<file path="src/rtl/func_pkg.sv">
// Shared types and elaboration helpers for the func_param root-combination unit.
package func_pkg;

  typedef enum logic [2:0] {
    S_IDLE,
    S_ROOT1,
    S_ADD,
    S_ROOT2,
    S_DONE
  } state_t;

  function automatic bit is_legal_w(input int w);
    return (w >= 4) && (w <= 16) && ((w % 2) == 0);
  endfunction

  // Cube-root digits needed to cover a (w+1)-bit operand.
  function automatic int cbrt_digits(input int w);
    return (w + 3) / 3;
  endfunction

endpackage

</file>
<file path="src/rtl/func_isqrt.sv">
// Iterative floor square root: two input bits consumed, one root bit produced per cycle.
module func_isqrt #(
  parameter int IW = 10
) (
  input  logic            i_clk,
  input  logic            i_rst_n,
  input  logic            i_start,
  input  logic [IW-1:0]   i_x,
  output logic            o_done,
  output logic [IW/2-1:0] o_root
);
  localparam int RW = IW / 2;
  localparam int CW = $clog2(RW);

  logic          r_busy;
  logic          r_done;
  logic [CW-1:0] r_cnt;
  logic [IW-1:0] r_x;
  logic [RW:0]   r_rem;
  logic [RW-1:0] r_root;

  logic [RW+2:0] w_rs;
  logic [RW+2:0] w_tr;
  logic          w_ge;

  always_comb begin
    w_rs = {r_rem, r_x[IW-1 -: 2]};
    w_tr = {1'b0, r_root, 2'b01};
    w_ge = (w_rs >= w_tr);
  end

  always_ff @(posedge i_clk or negedge i_rst_n) begin
    if (!i_rst_n) begin
      r_busy <= 1'b0;
      r_done <= 1'b0;
      r_cnt  <= '0;
      r_x    <= '0;
      r_rem  <= '0;
      r_root <= '0;
    end else begin
      r_done <= 1'b0;
      if (i_start) begin
        r_busy <= 1'b1;
        r_cnt  <= CW'(RW - 1);
        r_x    <= i_x;
        r_rem  <= '0;
        r_root <= '0;
      end else if (r_busy) begin
        r_x    <= r_x << 2;
        r_rem  <= w_ge ? (RW+1)'(w_rs - w_tr) : (RW+1)'(w_rs);
        r_root <= {r_root[RW-2:0], w_ge};
        r_cnt  <= r_cnt - CW'(1);
        if (r_cnt == '0) begin
          r_busy <= 1'b0;
          r_done <= 1'b1;
        end
      end
    end
  end

  assign o_done = r_done;
  assign o_root = r_root;

endmodule

</file>
<file path="src/rtl/func_param.sv">
// func_param: mode 0 -> isqrt(a + icbrt(b)), mode 1 -> icbrt(a + isqrt(b)).
// One shared bit-serial square-root unit; the cube root iterates inline.
module func_param
  import func_pkg::*;
#(
  parameter int W = 8
) (
  input  logic         clk_i,
  input  logic         rst_i,
  input  logic         start_i,
  input  logic         mode_i,
  input  logic [W-1:0] a_bi,
  input  logic [W-1:0] b_bi,
  output logic         busy_o,
  output logic         done_o,
  output logic [W/2:0] y_bo
);
  localparam int YW = W / 2 + 1;
  localparam int SW = W + 1;
  localparam int IW = W + 2;
  localparam int CN = cbrt_digits(W);
  localparam int XW = 3 * CN;
  localparam int TW = 2 * CN + 4;
  localparam int GW = XW + TW;

  if (!is_legal_w(W)) begin : g_bad_w
    $error("func_param: W must be even and within 4..16");
  end

  state_t        r_state;
  state_t        w_state_nxt;
  logic          r_mode;
  logic [W-1:0]  r_a;
  logic [XW-1:0] r_cx;
  logic [CN-1:0] r_cy;
  logic [3:0]    r_cnt;
  logic [YW-1:0] r_r1;
  logic [YW-1:0] r_y;

  logic [5:0]    w_sh;
  logic [CN:0]   w_y2;
  logic [TW-1:0] w_term;
  logic [XW-1:0] w_xs;
  logic [XW-1:0] w_tsh;
  logic          w_ge;
  logic [XW-1:0] w_cx_nxt;
  logic [CN-1:0] w_cy_nxt;
  logic [YW-1:0] w_root1;
  logic [SW-1:0] w_sum;
  logic          w_sq_start;
  logic          w_sq_done;
  logic [IW-1:0] w_sq_x;
  logic [YW-1:0] w_sq_root;

  func_isqrt #(.IW(IW)) u_isqrt (
    .i_clk   (clk_i),
    .i_rst_n (rst_i),
    .i_start (w_sq_start),
    .i_x     (w_sq_x),
    .o_done  (w_sq_done),
    .o_root  (w_sq_root)
  );

  // Cube-root digit step: remainder is compared pre-shifted so the trial term stays narrow.
  always_comb begin
    w_sh     = 6'(r_cnt) * 6'd3;
    w_y2     = {r_cy, 1'b0};
    w_term   = TW'(3) * TW'(w_y2) * (TW'(w_y2) + TW'(1)) + TW'(1);
    w_xs     = r_cx >> w_sh;
    w_tsh    = XW'(w_term) << w_sh;
    w_ge     = (GW'(w_xs) >= GW'(w_term));
    w_cx_nxt = w_ge ? (r_cx - w_tsh) : r_cx;
    w_cy_nxt = {r_cy[CN-2:0], w_ge};
  end

  assign w_root1 = r_mode ? r_r1 : YW'(r_cy);
  assign w_sum   = SW'(r_a) + SW'(w_root1);

  always_comb begin
    w_state_nxt = r_state;
    w_sq_start  = 1'b0;
    w_sq_x      = IW'(w_sum);
    busy_o      = 1'b0;
    done_o      = 1'b0;
    case (r_state)
      S_IDLE: begin
        if (start_i) begin
          w_state_nxt = S_ROOT1;
          w_sq_start  = mode_i;
          w_sq_x      = IW'(b_bi);
        end
      end
      S_ROOT1: begin
        busy_o = 1'b1;
        if (r_mode ? w_sq_done : (r_cnt == '0)) w_state_nxt = S_ADD;
      end
      S_ADD: begin
        busy_o      = 1'b1;
        w_state_nxt = S_ROOT2;
        w_sq_start  = !r_mode;
      end
      S_ROOT2: begin
        busy_o = 1'b1;
        if (r_mode ? (r_cnt == '0) : w_sq_done) w_state_nxt = S_DONE;
      end
      S_DONE: begin
        done_o      = 1'b1;
        w_state_nxt = S_IDLE;
      end
      default: w_state_nxt = S_IDLE;
    endcase
  end

  always_ff @(posedge clk_i or negedge rst_i) begin
    if (!rst_i) begin
      r_state <= S_IDLE;
      r_mode  <= 1'b0;
      r_a     <= '0;
      r_cx    <= '0;
      r_cy    <= '0;
      r_cnt   <= '0;
      r_r1    <= '0;
      r_y     <= '0;
    end else begin
      r_state <= w_state_nxt;
      case (r_state)
        S_IDLE: begin
          if (start_i) begin
            r_mode <= mode_i;
            r_a    <= a_bi;
            r_cx   <= XW'(b_bi);
            r_cy   <= '0;
            r_cnt  <= 4'(CN - 1);
            r_r1   <= '0;
          end
        end
        S_ROOT1: begin
          if (!r_mode) begin
            r_cx  <= w_cx_nxt;
            r_cy  <= w_cy_nxt;
            r_cnt <= r_cnt - 4'd1;
          end else if (w_sq_done) begin
            r_r1 <= w_sq_root;
          end
        end
        S_ADD: begin
          if (r_mode) begin
            r_cx  <= XW'(w_sum);
            r_cy  <= '0;
            r_cnt <= 4'(CN - 1);
          end
        end
        S_ROOT2: begin
          if (r_mode) begin
            r_cx  <= w_cx_nxt;
            r_cy  <= w_cy_nxt;
            r_cnt <= r_cnt - 4'd1;
            if (r_cnt == '0) r_y <= YW'(w_cy_nxt);
          end else if (w_sq_done) begin
            r_y <= w_sq_root;
          end
        end
        default: ;
      endcase
    end
  end

  assign y_bo = r_y;

endmodule

</file>
<file path="config.mk">
export PLATFORM = sky130hd
export DESIGN_NAME = func_param
export DESIGN_NICKNAME = d
export VERILOG_FILES = /design/src/rtl/func_pkg.sv /design/src/rtl/func_isqrt.sv /design/src/rtl/func_param.sv
export SDC_FILE = /design/constraint.sdc
export NUM_CORES = 1
export LEC_CHECK = 0
export ABC_CLOCK_PERIOD_IN_PS = 8900
export CELL_PAD_IN_SITES_DETAIL_PLACEMENT = 0
export CELL_PAD_IN_SITES_GLOBAL_PLACEMENT = 2
export CORE_MARGIN = 4
export CORE_UTILIZATION = 43
export DETAILED_ROUTE_END_ITERATION = 10
export DONT_BUFFER_PORTS = 1
export PLACE_DENSITY_LB_ADDON = 0.1
export RECOVER_POWER = 50
export REMOVE_ABC_BUFFERS = 1
export SETUP_SLACK_MARGIN = 0.4
export SYNTH_ARGS = -nofsm -noshare
export SYNTH_HDL_FRONTEND = slang
export SYNTH_HIERARCHICAL = 1
export SYNTH_SLANG_ARGS = --single-unit
</file>
<file path="constraint.sdc">
create_clock -name clk_i -period 8.9 [get_ports clk_i]
set_input_delay 1.78 -clock clk_i [delete_from_list [all_inputs] [get_ports clk_i]]
set_output_delay 1.78 -clock clk_i [all_outputs]
set_load 0.1 [all_outputs]
</file>
# [Word level (Yosys, flattened, before mapping)]
# Index checks and enable logic that the tools add are counted.
[word_totals] output_inout_bits=7 elab_cells=105 register_bits=64
[classes] n_shift=2 n_mux=50 multipliers=3 reduce_logical=14 add_sub_neg=7 eq_ne=13 magnitude_cmp=2
[ops] cell="9-bit two-way mux" count=7
[ops] cell="5-bit two-way mux" count=8
[ops] cell="9-bit case mux with 4 select lines" count=1
[ops] cell="3-bit two-way mux" count=9
[ops] cell="3-bit case mux with 4 select lines" count=2
[ops] cell="10-bit two-way mux" count=2
[ops] cell="6-bit two-way mux" count=3
[ops] cell="4-bit two-way mux" count=4
[ops] cell="4-bit case mux with 4 select lines" count=1
[ops] cell="2-bit inequality test (second input constant)" count=7
[ops] cell="1-bit two-way mux" count=11
[ops] cell="10-bit by 1-bit adder with 10-bit output (second input constant)" count=1
[ops] cell="9-bit by 10-bit >= comparator with 1-bit output" count=1
[ops] cell="5-bit case mux with 2 select lines" count=1
[ops] cell="8-bit by 5-bit adder with 9-bit output" count=1
[ops] cell="5-bit by 5-bit multiplier with 9-bit output" count=1
[ops] cell="9-bit by 6-bit left shift with 9-bit output" count=1
[ops] cell="9-bit by 6-bit >> shifter with 9-bit output" count=1
[ops] cell="9-bit subtractor" count=1
[ops] cell="8-bit by 7-bit >= comparator with 1-bit output" count=1
[ops] cell="3-bit by 2-bit == test with 1-bit output (second input constant)" count=2
[ops] cell="3-bit zero test" count=2
[ops] cell="4-bit by 2-bit multiplier with 6-bit output (second input constant)" count=1
[ops] cell="3-bit AND reduction" count=2
[ops] cell="other kinds (17)" count=20

# [Depth between registers and ports, before layout]
# Gate-level depths: netlist of run 1.
[depth] ltp_word=8 depth_mapped=23 mapped_depth_nobuf=22

# [Modules after synthesis]
# Netlist of run 1, hierarchy kept.
[modules_own_cells] mod="func_param" cells_each=545 n_inst=1 area_per_inst_um2=4361.7
[modules_own_cells] mod="func_isqrt" cells_each=144 n_inst=1 area_per_inst_um2=1443.9

# [Worst setup path after synthesis of run 1]
# Ideal clock, no wire load.
[synth_path] kind="flip-flop to flip-flop" from="reg r_cy[1]" to="reg r_cx[8]" setup_ns=0.132 t_required_ns=8.768 path_stages_with_launch=23 setup_slack_ns=3.909 period_less_slack_ns=4.991 arrival_ns=4.860 cell_sequence="dfrtp_1 clkbuf_1 inv_1 fa_1 ha_1 inv_1 ha_1 inv_1 fa_1 xnor2_1 nand2_1 nand3_1 inv_1 a211oi_1 a211o_1 ha_1 and3_1 a221o_1 o41ai_1 xnor2_1 and3_1 o31ai_1 a31oi_1"
[synth_via] elab_chain_cells=8
[synth_rtl] element="start: declaration" line_no="func_param.sv:35" text="logic [CN-1:0] r_cy;"
[synth_rtl] element="start signal: assignment" line_no="func_param.sv:140" text="r_cy <= w_cy_nxt;"
[synth_rtl] element="start signal: assignment" line_no="func_param.sv:156" text="r_cy <= w_cy_nxt;"
[synth_rtl] element="2-bit by 3-bit multiplier with 5-bit output or 4-bit by 1-bit adder with 5-bit output (tied branches)" line_no="func_param.sv:68" text="w_term = TW'(3) * TW'(w_y2) * (TW'(w_y2) + TW'(1)) + TW'(1);"
[synth_rtl] element="5-bit by 5-bit multiplier with 9-bit output" line_no="func_param.sv:68"
[synth_rtl] element="10-bit by 1-bit adder with 10-bit output" line_no="func_param.sv:68"
[synth_rtl] element="9-bit by 6-bit left shift with 9-bit output" line_no="func_param.sv:70" text="w_tsh = XW'(w_term) << w_sh;"
[synth_rtl] element="9-bit subtractor" line_no="func_param.sv:72" text="w_cx_nxt = w_ge ? (r_cx - w_tsh) : r_cx;"
[synth_rtl] element="9-bit two-way mux" line_no="func_param.sv:72"
[synth_rtl] element="9-bit two-way mux (on tied branches)" line_no="func_param.sv:154, func_param.sv:138"
[synth_rtl] element="9-bit case mux with 4 select lines (*)" line_no="func_param.sv:126" text="case (r_state)"
[synth_rtl] element="end signal: assignment" line_no="func_param.sv:131" text="r_cx <= XW'(b_bi);"
[synth_rtl] element="end signal: assignment" line_no="func_param.sv:139" text="r_cx <= w_cx_nxt;"
[synth_rtl] element="end signal: assignment" line_no="func_param.sv:155" text="r_cx <= w_cx_nxt;"
[synth_rtl] element="end: declaration" line_no="func_param.sv:34" text="logic [XW-1:0] r_cx;"
# Mark *: on every way between the ends. The rest lies on a longest branch, timed or not. The select of a mux whose other input is x is not followed.
# A chain may end at the register's enable or synchronous reset.

# [Worst setup path in the final report of run 1]
[layout_path] from="reg r_cy[0]" to="reg r_cx[8]"
# Same word-level chain as after synthesis.

==> results of run 1 <==
-- layout make-up --
cell class / count / area, um2
clock buffers: 11 / 233
inverters: 40 / 150
well taps: 176 / 220
fillers: 1338 / 7000
multi-input cells: 549 / 3920
flip-flops and latches: 64 / 1600
clock inverters: 5 / 57.6
repair buffers: 9 / 63.8
-- cell families after synthesis --
family,Yosys count
AND/OR/NAND/NOR,237
AO/OA/AOI/OAI,185
buffers and inverters,76
adder cells (fa/ha/maj),67
flip-flops,64
multiplexers,37
XOR/XNOR,22
other,1
-- layer usage --
layer | wire length [um] | vias to the layer above | global-route usage (%)
met4 | 276 | 0 | 6.09
met2 | 7480 | 72 | 35.0
li1 | - | 2433 | -
met1 | 7140 | 2406 | 27.0
met5 | 0 | - | 0
met3 | 432 | 21 | 4.00
-- synthesized netlist by cell type (all sizes together) (4+ instances only) --
cell type	count	area [um2]
dfrtp	64	1600
a22o	9	78.8
o22ai	5	31.3
nor3b	5	37.5
a31oi	9	56.3
and3	8	55.1
clkbuf	33	124
o21ai	44	220
mux2i	24	240
nand3	7	35.0
a2111oi	6	71.3
nand2	84	315
a21o	9	67.6
a22oi	4	30.0
inv	40	150
a21oi	37	189
nor3	13	65.1
o21a	6	45.0
xor2	12	105
fa	6	120
ha	61	763
and2	12	77.6
a211oi	16	120
nand2b	12	75.1
nor2	62	233
mux2	10	131
xnor2	10	87.6
or3	7	43.8
nor2b	14	90.1
-- path summary, 6_finish.rpt --
path / start / to / slack, ps / cells after the start
setup / recovery: r_cy[0] / r_cx[8] / 3140 / 22
hold / removal: r_a[2] / r_a[2] / 500 / 2
setup reg to reg: r_cy[0] / r_cx[8] / 3140 / 22
hold reg to reg: r_a[2] / r_a[2] / 500 / 2
max in group asynchronous: rst_i / r_state[0] / 7610 / 0
min in group asynchronous: rst_i / r_cx[0] / 1140 / 0
-- state kept, by name, summed over array words and instances (netlist names) --
| signal | count |
|---|---|
| u_isqrt/r_x | 10 |
| u_isqrt/r_cnt | 3 |
| u_isqrt/o_root | 5 |
| u_isqrt/o_done | 1 |
| r_r1 | 5 |
| r_state | 3 |
| r_cnt | 4 |
| r_mode | 1 |
| y_bo | 5 |
| r_cy | 3 |
| r_cx | 9 |
| u_isqrt/r_rem | 6 |
| r_a | 8 |
| u_isqrt/r_busy | 1 |
-- worst register-to-register path, delay by kind of cell (launching register included) --
kind / cells / cell delay (ps)
AND/OR/NAND/NOR: 4 / 430
buffers and inverters: 4 / 330
flip-flops: 1 / 800
AO/OA/AOI/OAI: 6 / 1470
XOR/XNOR: 2 / 420
adder cells (fa/ha/maj): 6 / 2210
-- stage by stage --
stage / hold WS, ps / cell area (um2) / worst slack [ps] / util, %
2_1_floorplan: 452 / 5660 / 3850 / -
3_3_place_gp: 473 / 5950 / 3370 / 45.0
3_5_place_dp: 480 / 5950 / 3190 / 45.0
4_1_cts: 497 / 6240 / 3190 / 47.2
5_1_grt: 520 / 6240 / 2690 / 47.1
6_report: 497 / 6240 / 3140 / 47.1
==> impl_results.md, run 1 <==
- Commonest non-fill, non-tap cell in the layout: nand2_1
- Final worst-path cycle share: 64.7%
- Die height: 124 um
- Register bit total from synthesis: 64
- Hold WC Path Type: reg2reg
- Routability cong.: 0.876
- Synth Area in Compound Gates: 21.7%
- Setup CP Type: reg2reg
- Simple-Gate Fraction of Synth Area: 19.4%
- Worst-Margin Slew: 1520 ps
- Violated checks: capacitance limit, slew limit
- Status: finished, violations left
- Final setup skew: 7.33 ps
- Hpwl dp: 11.6 mm
- # resized after CTS: 0
- GRT overflow: 0
- Most frequent cells in the layout: 84 x nand2_1, 64 x dfrtp_1, 62 x nor2_1, 61 x ha_1, 42 x o21ai_0
- Syn. warnings: 6
- Mapped Area: 5810 um2
- Antenna diodes: 0
- Post-synth top flop: dfrtp_1
- Initial antenna violation count: 0
- Row count: 42
- Post-route minimum period: 5760 ps
- Cells after Synth: 689
- Root Buffer: clkbuf_16
- Setup TNS: 0 ps
- Req. time, crit path: 9100 ps
- Critical Path Source Type: flip-flop
- Slowest-stage cell, CP: dfrtp_1
- Clk slew on worst S/H paths: 50 ps
- Post-Synth XOR/XNOR Area: 3.32%
- CP delay by family, top: adder cells
- Gr usage total: 20.7%
- IO Port Bufs: 0
- Worst-Skew Late Latency: 330 ps
- Die width: 124 um
- Crit. End Element: flip-flop
- Max incr delay on CP: 800 ps
- Sequential share of the synthesized area: 27.6%
- Worst relative slew slack: -1.54%
- Clk sinks: 64
- CTS H-tree lvls: 3
- Total iterations of the first detailed-routing run: 5
- Bufs on Longest Clock Path: 2
- Dpl cells: 838
- # setup viols final: 0
- Die area: 15400 um2
- Max cap viols: 1
- Max Fanout on Critical Path: 23
- DRT Wirelength: 15.3 mm
- Synth Area in Adders: 15.2%
- Main combinational cell family by area after synthesis: compound AO/OA/AOI/OAI gates
- Multiplexer area fraction after synthesis: 7.56%
- Global-route wire length before repair: 24.9 mm
- Layout cells sized above 1: 7.23%
- # Post-CTS Setup Buffers: 0
- DRC: 0
- Cts-stage hold buffer count: 0
- Synth cell types: 67
- Final non-filler cell total: 854
- Antenna-violating nets left: 0
- Number of synthesized flops with an enable pin: 0
- RSZ-0062 raised after global routing: no
- Max frequency: 174 MHz
- Worst Path Arrival: 5970 ps
- Avg Cell Area, Syn: 8.43 um2
- Max-slew violations: 34
- Via count: 4932
- Via/cell ratio: 5.78
- Largest net degree at the start of global routing: 65
- # nets final: 760
- WL per Instance: 17.9 um
- Initial Util: 43.8%
- Async S/R FF share, synth: 100%
- Number of global-route vias before repair: 4834
- TritonCTS clock tree: yes
- Buf/Inv on CP: 4
- Iter 0 DRT Violations: 264
- Core Region: 13200 um2
- I/O pin total: 27
- Final hold vios: 0
- Worst-path cell chain: ha_1 > inv_1 > fa_1 > ha_1 > inv_1 > ha_1 > inv_1 > fa_1 > xnor2_1 > nand2_1 > nand3_1 > inv_1 > a211oi_1 > a211o_1 > ha_1 > and3_1 > a221o_1 > o41ai_1 > xnor2_1 > nor4_1 > o31ai_1 > a31oi_1
- Area Growth Syn to Fin: 7.50%
- TritonCTS Buffers: 9
Power of run 1 is left out: the tool's default activity adds up to more than one toggle a clock period on the data nets, which glitch-free logic cannot reach.
==> inputs of run 2 (changes only) <==
--- a/config.mk
+++ b/config.mk
@@ -5,11 +5,11 @@
 export SDC_FILE = /design/constraint.sdc
 export NUM_CORES = 1
 export LEC_CHECK = 0
-export ABC_CLOCK_PERIOD_IN_PS = 8900
+export ABC_CLOCK_PERIOD_IN_PS = 5900
 export CELL_PAD_IN_SITES_DETAIL_PLACEMENT = 0
 export CELL_PAD_IN_SITES_GLOBAL_PLACEMENT = 2
 export CORE_MARGIN = 4
-export CORE_UTILIZATION = 43
+export CORE_UTILIZATION = 40
 export DETAILED_ROUTE_END_ITERATION = 10
 export DONT_BUFFER_PORTS = 1
 export PLACE_DENSITY_LB_ADDON = 0.1
==> constraint.sdc (replaced) <==
create_clock -name clk_i -period 5.9 [get_ports clk_i]
set_input_delay 1.18 -clock clk_i [delete_from_list [all_inputs] [get_ports clk_i]]
set_output_delay 1.18 -clock clk_i [all_outputs]
set_load 0.1 [all_outputs]
==> impl_results.md, run 2 (synthesis gave the netlist of run 1 again) <==
- Register-to-register setup slack: 750 ps
- Antenna diodes: 0
- Max-slew violations: 0
- Min-delay src: r_a[0]
- RR Startpoint: r_cy[1]
- # setup viols final: 0
- Largest register FFs: 10
- Hpwl dp: 11.7 mm
- Worst-Skew Late Latency: 330 ps
- Final hold vios: 0
- Setup CP Type: reg2reg
- Initial Util: 41.3%
- IO Port Bufs: 0
- Row count: 43
- Core Region: 14000 um2
- Clk sinks: 64
- Iter 0 DRT Violations: 351
- # nets final: 763
- Worst relative slew slack: 27.1%
- RSZ-0062 raised after global routing: no
- Initial antenna violation count: 0
- Status: finished clean
- Max Fanout on Critical Path: 6
- Layout cells sized above 1: 8.22%
- Critical Path Source Type: flip-flop
- CTS H-tree lvls: 3
- GRT overflow: 0
- Setup TNS: 0 ps
- Biggest register: u_isqrt/r_x
- Routed wire length on met3: 464 um
- Hold EP: r_a[0]
- Req. time, crit path: 6100 ps
- Worst Setup Slack, final: 752 ps
- Die height: 128 um
- Via/cell ratio: 5.72
- Crit. End Element: flip-flop
- TritonCTS Buffers: 9
- DRT Wirelength: 15.5 mm
- Place WS: 383 ps
- Gr usage total: 19.5%
- Commonest non-fill, non-tap cell in the layout: nand2_1
- Antenna-violating nets left: 0
- Cts-stage hold buffer count: 0
- Final setup skew: 6.51 ps
- Worst R2R End: r_cx[8]
- Hold Path Stages: 2
- Max frequency: 194 MHz
- Total iterations of the first detailed-routing run: 5
- Most frequent cells in the layout: 84 x nand2_1, 63 x dfrtp_1, 62 x nor2_1, 60 x ha_1, 42 x o21ai_0
- Clk slew on worst S/H paths: 50 ps
- Hold WC Path Type: reg2reg
- Max cap viols: 0
- Largest registers: u_isqrt/r_x x10, r_cx x9, r_a x8
- WL per Instance: 18.1 um
- Global-route wire length before repair: 26.0 mm
- Die area: 16500 um2
- Final worst-path cycle share: 87.2%
- Die width: 128 um
- Number of global-route vias before repair: 5044
- Routability cong.: 0.850
- Post-route minimum period: 5150 ps
- Worst Path Arrival: 5350 ps
- Worst-Margin Slew: 1090 ps
- DR WL met2: 7.49 mm
- TritonCTS clock tree: yes
- DRC: 0
- Via count: 4929
- Max layer used: met4
- Bufs on Longest Clock Path: 2
- Root Buffer: clkbuf_16
- Area Growth Syn to Fin: 8.41%
- Worst reg2reg path depth: 22
- M1 WL: 7.33 mm
- Largest net degree at the start of global routing: 65
- I/O pin total: 27
## run 2: changes by cell type in the layout (fill, tap and decap cells not counted)
cell	before	now
xnor2_2	0	1
ha_2	0	1
buf_4	8	12
xnor2_1	10	9
o41ai_4	0	1
clkinv_2	1	3
ha_1	61	60
clkinvlp_4	3	0
dfrtp_1	64	63
dfrtp_2	0	1
o41ai_1	3	2
## run 2: worst max path at each step
stage,end,slack (ps),start
floorplan,r_cx[8],850,r_cy[0]
global placement,r_cx[8],560,r_cy[1]
detailed placement,r_cx[8],380,r_cy[1]
CTS,r_cx[8],510,r_cy[1]
global route,r_cx[8],420,r_cy[1]
finish,r_cx[8],750,r_cy[1]
## run 2: stage by stage
step	cell area (um2)	util (%)	hold WS, ps	std cells
2_1_floorplan	5660	-	452	653
3_3_place_gp	5950	42.4	478	841
3_5_place_dp	5950	42.4	478	841
4_1_cts	6230	44.4	494	857
5_1_grt	6290	44.8	513	861
6_report	6290	44.8	495	861
## run 2: area by class of cell
| type | instances | area, um2 |
|---|---|---|
| Clock buffer | 12 | 236 |
| Clock inverter | 4 | 45.0 |
| Fill cell | 1370 | 7750 |
| Inverter | 40 | 150 |
| Multi-Input combinational cell | 549 | 3940 |
| Sequential cell | 64 | 1600 |
| Tap cell | 180 | 225 |
| Timing Repair Buffer | 12 | 90.1 |
## run 2: worst max-delay path, cell delays in order (launching register included)
cell and delay [ps]:
dfrtp_2 390, ha_2 220, inv_1 60, fa_1 360
ha_1 340, inv_1 70, ha_1 290, inv_1 60
fa_1 510, xnor2_1 190, nand2_1 80, nand3_1 80
inv_1 140, a211oi_1 90, a211o_1 310, ha_1 340
and3_1 170, a221o_1 380, o41ai_4 270, xnor2_2 180
nor4_1 70, o31ai_1 290, a31oi_1 110
## run 2: layer usage
metal / up-vias / track usage, %
met4: 0 / 5.43
met2: 94 / 33.3
li1: 2433 / -
met1: 2378 / 25.8
met5: - / 0
met3: 24 / 2.91
## run 2: repair_timing
item	4_1_cts	5_1_grt
endpoints found under the setup margin	1	6
pin swaps	0	1
resized for setup	1	4
buffers inserted	0	4
Power of run 2 is left out for the same reason.
==> inputs of run 3 (changes only) <==
--- a/config.mk
+++ b/config.mk
@@ -9,7 +9,8 @@
 export CELL_PAD_IN_SITES_DETAIL_PLACEMENT = 0
 export CELL_PAD_IN_SITES_GLOBAL_PLACEMENT = 2
 export CORE_MARGIN = 4
-export CORE_UTILIZATION = 40
+export CORE_UTILIZATION = 35
+export CTS_CLUSTER_DIAMETER = 150
 export DETAILED_ROUTE_END_ITERATION = 10
 export DONT_BUFFER_PORTS = 1
 export PLACE_DENSITY_LB_ADDON = 0.1
==> impl_results.md, run 3 (synthesis gave the netlist of run 1 again) <==
- Max incr delay on CP: 370 ps
- Placed inst area: 6020 um2
- Commonest non-fill, non-tap cell in the layout: nand2_1
- Max cap viols: 0
- Crit. End Element: flip-flop
- CTS H-tree lvls: 3
- IO Port Bufs: 0
- Largest registers: u_isqrt/r_x x10, r_cx x9, r_a x8
- Hpwl dp: 12.1 mm
- Antenna-violating nets left: 0
- Area Growth Syn to Fin: 9.09%
- Gr usage total: 17.6%
- Clk sinks: 64
- TritonCTS clock tree: yes
- # setup viols final: 0
- Via count: 4891
- Worst relative slew slack: 35.7%
- Core Region: 16100 um2
- Die height: 137 um
- Final hold vios: 0
- Layout cells sized above 1: 8.09%
- Worst Path Arrival: 5290 ps
- Footprint of the multi-input gates: 3930 um2
- Slowest-stage cell, CP: fa_1
- Initial Util: 36.2%
- Layout fillers: 1651
- Row count: 46
- Worst-Skew Late Latency: 330 ps
- Setup TNS: 0 ps
- Critical Path Most Common Cell: ha_1
- Critical Path Source Type: flip-flop
- Die width: 137 um
- # nets final: 762
- I/O pin total: 27
- Clk slew on worst S/H paths: 50 ps
- GRT overflow: 0
- Buf/Inv on CP: 2
- RSZ-0062 raised after global routing: no
- Largest register FFs: 10
- Number of global-route vias before repair: 4788
- Antenna diodes: 0
- DRT Wirelength: 15.8 mm
- Largest net degree at the start of global routing: 65
- Setup CP Type: reg2reg
- TritonCTS Buffers: 9
- Biggest register: u_isqrt/r_x
- CP delay by family, top: adder cells
- Hold WS: 482 ps
- Hold WC Path Type: reg2reg
- # Post-CTS Setup Buffers: 0
- Final non-filler cell area: 6330 um2
- WL per Instance: 17.7 um
- Root Buffer: clkbuf_16
- Final setup skew: 6.78 ps
- Max frequency: 196 MHz
- Post-route minimum period: 5090 ps
- Iter 0 DRT Violations: 282
- Bufs on Longest Clock Path: 2
- DRC: 0
- Routability cong.: 0.817
- Total iterations of the first detailed-routing run: 5
- Worst-Margin Slew: 972 ps
- Via/cell ratio: 5.46
- Final worst-path cycle share: 86.3%
- Die area: 18700 um2
- Worst-path cell chain: ha_1 > inv_1 > fa_1 > ha_1 > nor4_1 > ha_1 > ha_1 > ha_1 > inv_1 > xnor2_1 > o21ai_0 > a221o_1 > nand3_1 > ha_1 > nor3_1 > nor2_1 > o41ai_2 > xnor2_1 > nor4_1 > o31ai_1 > a31oi_1
- Sequential standard cell area: 1600 um2
- Max-slew violations: 0
- Most frequent cells in the layout: 84 x nand2_1, 64 x dfrtp_1, 62 x nor2_1, 61 x ha_1, 42 x o21ai_0
- Register-to-register setup slack: 810 ps
- Max Fanout on Critical Path: 4
- Global-route wire length before repair: 25.9 mm
- Initial antenna violation count: 0
- Req. time, crit path: 6100 ps
- Status: finished clean
[run 3: cell types whose count changed in the layout (fill, tap and decap cells not counted), sizes merged]
| cell | before | now |
|---|---|---|
| clkinvlp | 0 | 1 |
| clkbuf | 12 | 11 |
| buf | 12 | 11 |
[run 3: layout make-up]
class | instances | area share (%)
Inverter | 40 | 2.37
Sequential cell | 64 | 25.3
Timing Repair Buffer | 11 | 1.30
Clock buffer | 11 | 3.83
Tap cell | 216 | 4.27
Multi-Input combinational cell | 549 | 62.1
Clock inverter | 5 | 0.889
[run 3: per-layer routing]
metal / track usage [%] / share of wire, % / up-vias
li1: - / - / 2436
met2: 28.8 / 48 / 74
met4: 5.32 / 1.6 / 0
met5: 0 / 0 / -
met1: 24.6 / 48 / 2364
met3: 2.02 / 2.3 / 17
[run 3: tightest hold or removal path: cells and delay by family (launching register included)]
family | cells | cell delay (ps)
flops | 1 | 350
simple gates | 2 | 100
[run 3: stage by stage]
step	setup WS [ps]	utilization [%]	instances
6_report	811	39.4	896
5_1_grt	430	39.4	896
4_1_cts	715	39.3	896
3_5_place_dp	754	37.5	880
3_3_place_gp	913	37.5	880
2_1_floorplan	846	-	653
[run 3: timing repair]
action | 4_1_cts | 5_1_grt
hold buffers | 0 | 0
endpoints found under the hold margin | 0 | 0
gates resized for setup | 0 | 2
setup endpoints to repair | 0 | 1
[run 3: worst paths after layout]
check | from | end | cells past startpoint
setup reg to reg | r_cy[1] | r_cx[8] | 21
hold reg to reg | r_a[2] | r_a[2] | 2
setup / recovery | r_cy[1] | r_cx[8] | 21
hold / removal | r_a[2] | r_a[2] | 2
max in group asynchronous | rst_i | r_state[0] | 0
min in group asynchronous | rst_i | r_cx[1] | 0
Power of run 3 is left out for the same reason.
